$ cat src/rtl/iotdf_pkg.sv
// Shared definitions for the IoT data-filter generator: mode encodings,
// FSM state type and the constants derived from word/beat geometry.
package iotdf_pkg;

  typedef enum logic [2:0] {
    FN_IDLE    = 3'd0,
    FN_MAX     = 3'd1,
    FN_MIN     = 3'd2,
    FN_AVG     = 3'd3,
    FN_EXTRACT = 3'd4,
    FN_EXCLUDE = 3'd5,
    FN_PEAKMAX = 3'd6,
    FN_PEAKMIN = 3'd7
  } fn_e;

  typedef enum logic {
    RUN = 1'b0,
    FIN = 1'b1
  } state_e;

  localparam int DEF_IN_W    = 8;
  localparam int DEF_WORD_W  = 128;
  localparam int DEF_N_WORDS = 8;
  localparam int BEATS       = DEF_WORD_W / DEF_IN_W;
  localparam int RND_W       = $clog2(DEF_N_WORDS);

  // Parameterised forms of BEATS / RND_W for non-default instances.
  function automatic int beats_of(input int word_w, input int in_w);
    return word_w / in_w;
  endfunction

  function automatic int rnd_w_of(input int n_words);
    return $clog2(n_words);
  endfunction

endpackage

$ cat src/rtl/iotdf_word_asm.sv
// Beat-to-word assembler: shifts IN_W beats (MS slice first) into a word and
// flags the beat that completes it; the completed word is presented combinationally.
module iotdf_word_asm
  import iotdf_pkg::*;
#(
  parameter int IN_W   = 8,
  parameter int WORD_W = 128
) (
  input  logic              clk,
  input  logic              rst,
  input  logic              beat_en,
  input  logic [IN_W-1:0]   iot_in,
  output logic              first_beat,
  output logic              word_done,
  output logic [WORD_W-1:0] word
);

  localparam int N_BEATS = beats_of(WORD_W, IN_W);
  localparam int BC_W    = (N_BEATS > 1) ? $clog2(N_BEATS) : 1;
  localparam logic [BC_W-1:0] LAST_BEAT = BC_W'(N_BEATS - 1);

  logic [BC_W-1:0] bcnt_reg;

  assign first_beat = (bcnt_reg == '0);
  assign word_done  = beat_en && (bcnt_reg == LAST_BEAT);

  always_ff @(posedge clk) begin
    if (rst) begin
      bcnt_reg <= '0;
    end else if (beat_en) begin
      bcnt_reg <= word_done ? '0 : bcnt_reg + 1'b1;
    end
  end

  generate
    if (N_BEATS > 1) begin : g_multi
      logic [WORD_W-IN_W-1:0] shift_reg;

      assign word = {shift_reg, iot_in};

      always_ff @(posedge clk) begin
        if (rst) begin
          shift_reg <= '0;
        end else if (beat_en) begin
          shift_reg <= word[WORD_W-IN_W-1:0];
        end
      end
    end else begin : g_single
      assign word = iot_in;
    end
  endgenerate

endmodule

$ cat src/rtl/iotdf_gen.sv
// IoT data-filter generator: assembles words from beats and, per round of
// N_WORDS words, reports MAX/MIN/AVG, threshold filters or a cross-round peak.
module iotdf_gen
  import iotdf_pkg::*;
#(
  parameter int IN_W    = 8,
  parameter int WORD_W  = 128,
  parameter int N_WORDS = 8
) (
  input  logic              clk,
  input  logic              rst,
  input  logic              in_en,
  input  logic [IN_W-1:0]   iot_in,
  input  logic [2:0]        fn_sel,
  input  logic [WORD_W-1:0] thr_lo,
  input  logic [WORD_W-1:0] thr_hi,
  output logic              busy,
  output logic              valid,
  output logic [WORD_W-1:0] iot_out
);

  localparam int RW    = rnd_w_of(N_WORDS);
  localparam int ACC_W = WORD_W + RW;
  localparam logic [RW-1:0] LAST_WORD = RW'(N_WORDS - 1);

  state_e            state_reg, state_next;
  fn_e               mode_reg, cur_mode;
  logic [RW-1:0]     wcnt_reg;
  logic [WORD_W-1:0] ext_reg, ext_next;
  logic [ACC_W-1:0]  sum_reg, sum_next;
  logic [WORD_W-1:0] peak_reg, peak_cur, peak_next;
  logic              imp_reg, imp_cur, imp_next;
  logic              valid_reg, valid_next;
  logic [WORD_W-1:0] out_reg, out_next;

  logic              accept, first_beat, word_done;
  logic [WORD_W-1:0] word;
  logic              round_start, first_word, round_last;

  assign accept      = in_en && (state_reg == RUN);
  assign round_start = accept && first_beat && (wcnt_reg == '0);
  assign first_word  = word_done && (wcnt_reg == '0);
  assign round_last  = word_done && (wcnt_reg == LAST_WORD);
  // The opening beat already sees the new mode so single-beat words work.
  assign cur_mode    = round_start ? fn_e'(fn_sel) : mode_reg;

  iotdf_word_asm #(
    .IN_W  (IN_W),
    .WORD_W(WORD_W)
  ) u_asm (
    .clk       (clk),
    .rst       (rst),
    .beat_en   (accept),
    .iot_in    (iot_in),
    .first_beat(first_beat),
    .word_done (word_done),
    .word      (word)
  );

  always_comb begin
    state_next = state_reg;
    case (state_reg)
      RUN:     if (round_last) state_next = FIN;
      FIN:     state_next = RUN;
      default: state_next = RUN;
    endcase
  end

  always_comb begin
    ext_next = ext_reg;
    if (first_word ||
        (cur_mode == FN_MAX && word > ext_reg) ||
        (cur_mode == FN_MIN && word < ext_reg)) begin
      ext_next = word;
    end
    sum_next = (first_word ? '0 : sum_reg) + ACC_W'(word);
  end

  // Peak restarts from its mode's neutral value when the mode changes between rounds.
  always_comb begin
    peak_cur = peak_reg;
    imp_cur  = imp_reg;
    if (round_start) begin
      imp_cur = 1'b0;
      if (fn_e'(fn_sel) != mode_reg) begin
        peak_cur = (fn_e'(fn_sel) == FN_PEAKMIN) ? '1 : '0;
      end
    end
    peak_next = peak_cur;
    imp_next  = imp_cur;
    if (word_done &&
        ((cur_mode == FN_PEAKMAX && word > peak_cur) ||
         (cur_mode == FN_PEAKMIN && word < peak_cur))) begin
      peak_next = word;
      imp_next  = 1'b1;
    end
  end

  always_comb begin
    valid_next = 1'b0;
    out_next   = out_reg;
    if (word_done) begin
      case (cur_mode)
        FN_EXTRACT: if (word > thr_lo && word < thr_hi) begin
          valid_next = 1'b1;
          out_next   = word;
        end
        FN_EXCLUDE: if (word < thr_lo || word > thr_hi) begin
          valid_next = 1'b1;
          out_next   = word;
        end
        default: ;
      endcase
    end
    if (round_last) begin
      case (cur_mode)
        FN_MAX, FN_MIN: begin
          valid_next = 1'b1;
          out_next   = ext_next;
        end
        FN_AVG: begin
          valid_next = 1'b1;
          out_next   = sum_next[ACC_W-1:RW];
        end
        FN_PEAKMAX, FN_PEAKMIN: if (imp_next) begin
          valid_next = 1'b1;
          out_next   = peak_next;
        end
        default: ;
      endcase
    end
  end

  always_ff @(posedge clk) begin
    if (rst) begin
      state_reg <= RUN;
      mode_reg  <= FN_IDLE;
      wcnt_reg  <= '0;
      ext_reg   <= '0;
      sum_reg   <= '0;
      peak_reg  <= '0;
      imp_reg   <= 1'b0;
      valid_reg <= 1'b0;
      out_reg   <= '0;
    end else begin
      state_reg <= state_next;
      if (round_start) mode_reg <= fn_e'(fn_sel);
      if (word_done) begin
        wcnt_reg <= wcnt_reg + 1'b1;
        ext_reg  <= ext_next;
        sum_reg  <= sum_next;
      end
      peak_reg  <= peak_next;
      imp_reg   <= imp_next;
      valid_reg <= valid_next;
      out_reg   <= out_next;
    end
  end

  assign busy    = (state_reg == FIN);
  assign valid   = valid_reg;
  assign iot_out = out_reg;

endmodule

$ cat config.mk
export PLATFORM = sky130hd
export DESIGN_NAME = iotdf_gen
export DESIGN_NICKNAME = d
export VERILOG_FILES = /design/src/rtl/iotdf_pkg.sv /design/src/rtl/iotdf_word_asm.sv /design/src/rtl/iotdf_gen.sv
export SDC_FILE = /design/constraint.sdc
export NUM_CORES = 2
export LEC_CHECK = 0
export ABC_CLOCK_PERIOD_IN_PS = 9140
export BUFFER_PORTS_ARGS = -buffer_cell sky130_fd_sc_hd__buf_2
export CORE_UTILIZATION = 43
export CTS_CLUSTER_DIAMETER = 100
export DETAILED_ROUTE_END_ITERATION = 7
export PLACE_DENSITY_LB_ADDON = 0.25
export RECOVER_POWER = 50
export SLEW_MARGIN = 20
export SYNTH_ARGS = -nofsm -noshare
export SYNTH_HDL_FRONTEND = slang
export SYNTH_HIERARCHICAL = 1
export SYNTH_SLANG_ARGS = --single-unit
$ cat constraint.sdc
create_clock -name clk -period 9.14 [get_ports clk]
set_clock_uncertainty 0.1 [all_clocks]
set_input_delay 0 -clock clk [delete_from_list [all_inputs] [get_ports clk]]
set_output_delay 0 -clock clk [all_outputs]
set_load 0.02 [all_outputs]
======== Word-level counts from Yosys, hierarchy flattened ========
Cells that the tools add are included.
storage, ports and cells
  register bits after elaboration ......... 648
  bits of input ports ..................... 270
  output and inout bits ................... 130
operators by class
  add/sub/neg operators ................... 3
  order comparisons ....................... 8
  eq/ne operators ......................... 11
  multiplexer cells ....................... 26
  bitwise operators ....................... 1
  reduce and logical (&&, ||, !) cells .... 21
operators with widths
  operator               count
  $mux W128              10
  $gt A128 B128 Y1       4
  $lt A128 B128 Y1       4
  $pmux W128 S3          1
  $pmux W128 S2          1
  $add A131 B128 Y131    1
  $mux W131              1
  $eq A3 B3 Y1 const B   6
  $logic_and A1 B1 Y1    12
  $mux W1                8
  $eq A3 B2 Y1 const B   2
  $pmux W1 S2            3
  $add A4 B1 Y4 const B  1
  $eq A4 B4 Y1 const B   1
  $logic_not A4 Y1       1
  $logic_or A1 B1 Y1     4
  $mux W4                1
  $reduce_or A2 Y1       2
  $add A3 B1 Y3 const B  1
  $eq A3 B1 Y1 const B   1
  $logic_not A3 Y1       1
  $mux W3                1
  $ne A3 B3 Y1           1
  $reduce_or A3 Y1       1
  $not A1 Y1             1

======== Depth between registers and ports, before layout ========
  word-level depth ........................ 13
  gate-level depth with buffers ........... 27
  mapped depth without buffers ............ 20

======== By module ========
The synthesis kept the hierarchy.
modules (own cells, without submodules)
  module          instances  cells an instance  area each (um2)  sequential area each (um2)
  iotdf_gen       1          6108               46291.9          10490.1
  iotdf_word_asm  1          419                4503.1           2482.4

======== Worst setup path after synthesis ========
No wires, ideal clock.
  path kind ............................... register to register
  start ................................... register state_reg (netlist: busy)
  end ..................................... register out_reg[113] (netlist: iot_out[113])
  library setup time ...................... 0.138 ns
  arrival ................................. 5.400 ns
  slack ................................... 3.502 ns
  stages on the path, launching flop included .. 24
  period minus slack after synthesis ...... 5.638 ns
  cells stage by stage .................... dfxtp_1 -> nor2b_1 -> buf_4 -> buf_6 -> buf_6 -> and4_1 -> clkbuf_1 -> clkbuf_1 -> buf_1 -> clkbuf_1 -> a21oi_1 -> ha_1 -> clkbuf_1 -> nand4_1 -> or4_1 -> nor3_1 -> a211oi_1 -> o211a_1 -> a31o_2 -> o21ai_1 -> a21oi_1 -> xnor2_1 -> a2111oi_0 -> o22ai_1
between the ends
  elaborated cells on any way between the ends .. 39
  those cells by class .................... add/sub (1); order compare (2); eq/ne (7); mux (12); bitwise (1); reduce/logical (16)
RTL lines
  item                                                                         RTL line              RTL
  start: declaration                                                           iotdf_gen.sv:26       state_e state_reg, state_next;
  start signal: assignment                                                     iotdf_gen.sv:146      state_reg <= state_next;
  $not A1 Y1 *                                                                 --
  $logic_and A1 B1 Y1 *                                                        iotdf_gen.sv:40       assign accept = in_en && (state_reg == RUN);
  named net accept                                                             iotdf_gen.sv:36       logic accept, first_beat, word_done;
  $logic_and A1 B1 Y1 *                                                        iotdf_word_asm.sv:25  assign word_done = beat_en && (bcnt_reg == LAST_BEAT);
  named net word_done                                                          iotdf_gen.sv:36
  parallel branches: the longest is 5 deep, another holds $add A131 B128 Y131  --
  $mux W128 *                                                                  iotdf_gen.sv:115      if (round_last) begin
  end signal: assignment                                                       iotdf_gen.sv:156      out_reg <= out_next;
  end: declaration                                                             iotdf_gen.sv:34       logic [WORD_W-1:0] out_reg, out_next;
Mark *: on every way through the listed nets, which the timed path passes.
A chain may end at the register's enable or synchronous reset.

======== Worst setup path after layout ========
  start ................................... register u_asm.bcnt_reg[0]
  end ..................................... register out_reg[54] (netlist: iot_out[54])
between the ends
  elaborated cells on any way between the ends .. 39
  those cells by class .................... add/sub (1); order compare (2); eq/ne (8); mux (12); reduce/logical (16)
RTL lines
  item                                                                         RTL line              RTL
  start: declaration                                                           iotdf_word_asm.sv:22  logic [BC_W-1:0] bcnt_reg;
  start signal: assignment                                                     iotdf_word_asm.sv:31  bcnt_reg <= word_done ? '0 : bcnt_reg + 1'b1;
  $eq A4 B4 Y1 *                                                               iotdf_word_asm.sv:25
  $logic_and A1 B1 Y1 *                                                        iotdf_word_asm.sv:25
  named net word_done                                                          iotdf_gen.sv:36
  parallel branches: the longest is 5 deep, another holds $add A131 B128 Y131  --
  $mux W128 *                                                                  iotdf_gen.sv:115
Marks and branches as above.

==> results.cfg <==
[die]
die-width_um = 346
die_y_um = 346
initial_core_util = 0.435
ios = 400
die_area_mm2 = 0.120
rows = 125
fp.coreArea_mm2 = 0.117

[critical_path]
worst-setup-path-type = reg2reg
worst_ep_arrival_time_ns = 8.62
worst-path-max-fanout = 33
critPathCaptureType = flip-flop
worst-path-buf-inv = 0
crit_family = simple AND/OR/NAND/NOR gates
path_cells = ha_1 > and4_1 > nand2_2 > and2_1 > ha_1 > nand2_1 > o21ai_0 > a211oi_1 > nor2_1 > nand2_1 > a2111oi_0 > or2_0 > a21boi_0 > o21ai_0 > xnor2_1 > o221a_2 > o22ai_1
slowest_delay_ns = 1.52
critPathSlowestCell = and4_1
required_ns = 9.53
cp-start-kind = flip-flop

[place]
globalplace.congestion = 0.993
place_ws_ns = 1.85
post_dp_cell_area_mm2 = 0.0539
port_buffers = 399
place_hpwl_um = 139000

[global_route]
grt_overflow = 0
grt_max_degree = 191
grt_pass1_wl_um = 285000
grt_pass1_vias = 46500
grt_use_total = 0.303
antenna_found_initial = 7

[clocking]
cts_tree = yes
clk_latency_ns = 0.67
htree_num_levels = 3
cts_buffers = 78
cts_hold_buf = 17
postCtsSetupBuffers = 0
clock_sinks = 648
cts_buffer_depth = 3
root_buffer = clkbuf_16
path_clk_slew_ns = 0.06
cts-resized-gates = 0

[layout]
nets = 7635
design_area_mm2 = 0.0564
fillers = 11700
drive_gt1_frac = 0.0790
final_core_util = 0.483
area_delta_synth_final_pct = 11.0
largest_reg_flops = 131
n_antenna_cell = 0

[synth]
yosysWarnings = 6
synth_most_common_cell = a21oi_1
synth_nets = 7443
ys_seq_elements = 648
synth_ff_type = dfxtp_1
synth_top_area_frac = 0.255
async_reset_ff_frac = 0
synthCells = 6527
seq_area_frac_synth = 0.255
synth_area_leaders = dfxtp_1 26%, ha_1 16%, mux2i_1 9.0%
syn_avg_cell_area_um2 = 7.78
synth_edf_count = 0
synth_top_area_cell = dfxtp_1
synth.distinct_cells = 85
ys_top_cells_by_count = 696 x a21oi_1, 662 x nor2_1, 648 x dfxtp_1
syn-cell-area_mm2 = 0.0508

[sta]
relSlewSlack = -1.45
rsz0062_at_grt = no
fmax_mhz = 121
finalCritPeriodShare = 0.901
slew_violations = 281
layout_setup_ws_ns = 0.909
period_minus_slack_ns = 8.23
tightest_slew_ns = 3.67
setup_viol = 0
hold_viol_final = 0
fin_setup_tns_ns = 0

[outcome]
status = finished with violations
failed_checks = capacitance limit, slew limit

[min_path]
hold_class = in2reg

[power]
p_leak_nw = 24.2
ir_worst_vdd_v = 0.000128
p_per_area_mw_per_mm2 = 126

[routing]
first_iter_violations = 4479
finalWirelength_um = 189000
drc = 0
wl_per_cell_um = 22.8
postRouteAntennaNets = 0
viasPerCell = 5.98
firstDrtPassIters = 6
via_count = 49600

[flow_run]
cap_violations = 8
[metrics by stage]
step | hold WS [ns] | cells | total power [W]
floorplan | 0.0472 | 6527 | 0.00367
global placement | 0.276 | 8146 | 0.00398
detailed placement | 0.290 | 8146 | 0.00399
CTS | 0.0940 | 8296 | 0.00713
global route | 0.197 | 8296 | 0.00737
finish | 0.184 | 8296 | 0.00712
[cells by family after synthesis]
logic type | share of synthesized area
AND/OR/NAND/NOR | 0.176
AO/OA/AOI/OAI | 0.216
buffers and inverters | 0.0677
flip-flops | 0.255
adder cells (fa/ha/maj) | 0.159
multiplexers | 0.104
XOR/XNOR | 0.0222
[worst min-delay path: cells and delay by family]
family	cells	cell delay [ns]
AND/OR/NAND/NOR	1	0.08
buffers and inverters	2	0.72
AO/OA/AOI/OAI	1	0.06
[path summary, 6_finish.rpt]
path / startpoint / to / slack, ns / cells after the start
worst min register to register: busy$_SDFF_PP0_ / busy$_SDFF_PP0_ / 0.36 / 1
worst max register to register: u_asm/bcnt_reg[0]$_SDFFE_PP0P_ / iot_out[54]$_SDFF_PP0_ / 0.91 / 17
worst min-delay path: iot_in[0] / ext_reg[0]$_SDFFE_PP0P_ / 0.18 / 4
worst max-delay path: u_asm/bcnt_reg[0]$_SDFFE_PP0P_ / iot_out[54]$_SDFF_PP0_ / 0.91 / 17
[layer usage]
metal	wire length [um]	GRT usage	vias to the layer above	part of all wire
li1	-	-	23700	-
met5	73	0	-	0.00039
met2	84700	0.488	1853	0.45
met1	84300	0.414	23700	0.45
met3	13800	0.0465	318	0.073
met4	6190	0.0941	10	0.033
[area by class of cell]
type,instances,area [um2],share of cell area
Clock buffer,104,2180,0.0387
Clock inverter,29,325,0.00577
Inverter,466,1750,0.0310
Multi-Input combinational cell,5019,34500,0.612
Sequential cell,648,13000,0.230
Tap cell,1524,1910,0.0338
Timing Repair Buffer,506,2750,0.0487
[report_power, final]
group          switching (W)  total [W]  internal [W]  leakage, nW
clock network        0.00133    0.00315       0.00182         1.22
registers          0.0000313    0.00292       0.00289         5.24
logic               0.000678    0.00104      0.000365         17.7
[cell usage in the layout (no fill, tap or decap), drive strengths merged, types with 47 or more instances in the layout]
| cell | instances |
|---|---|
| o21ai | 360 |
| a211oi | 48 |
| a21oi | 696 |
| o221ai | 74 |
| clkbuf | 240 |
| nand4 | 177 |
| nor3 | 80 |
| dfxtp | 648 |
| mux2i | 459 |
| inv | 471 |
| o22ai | 55 |
| mux2 | 59 |
| nand3 | 90 |
| nand2 | 635 |
| a21o | 116 |
| o21bai | 55 |
| xnor2 | 82 |
| ha | 645 |
| nor2 | 662 |
| buf | 353 |
| and2 | 121 |
| o2bb2ai | 72 |
| xor2 | 47 |
(Power assumes the default switching activity.)
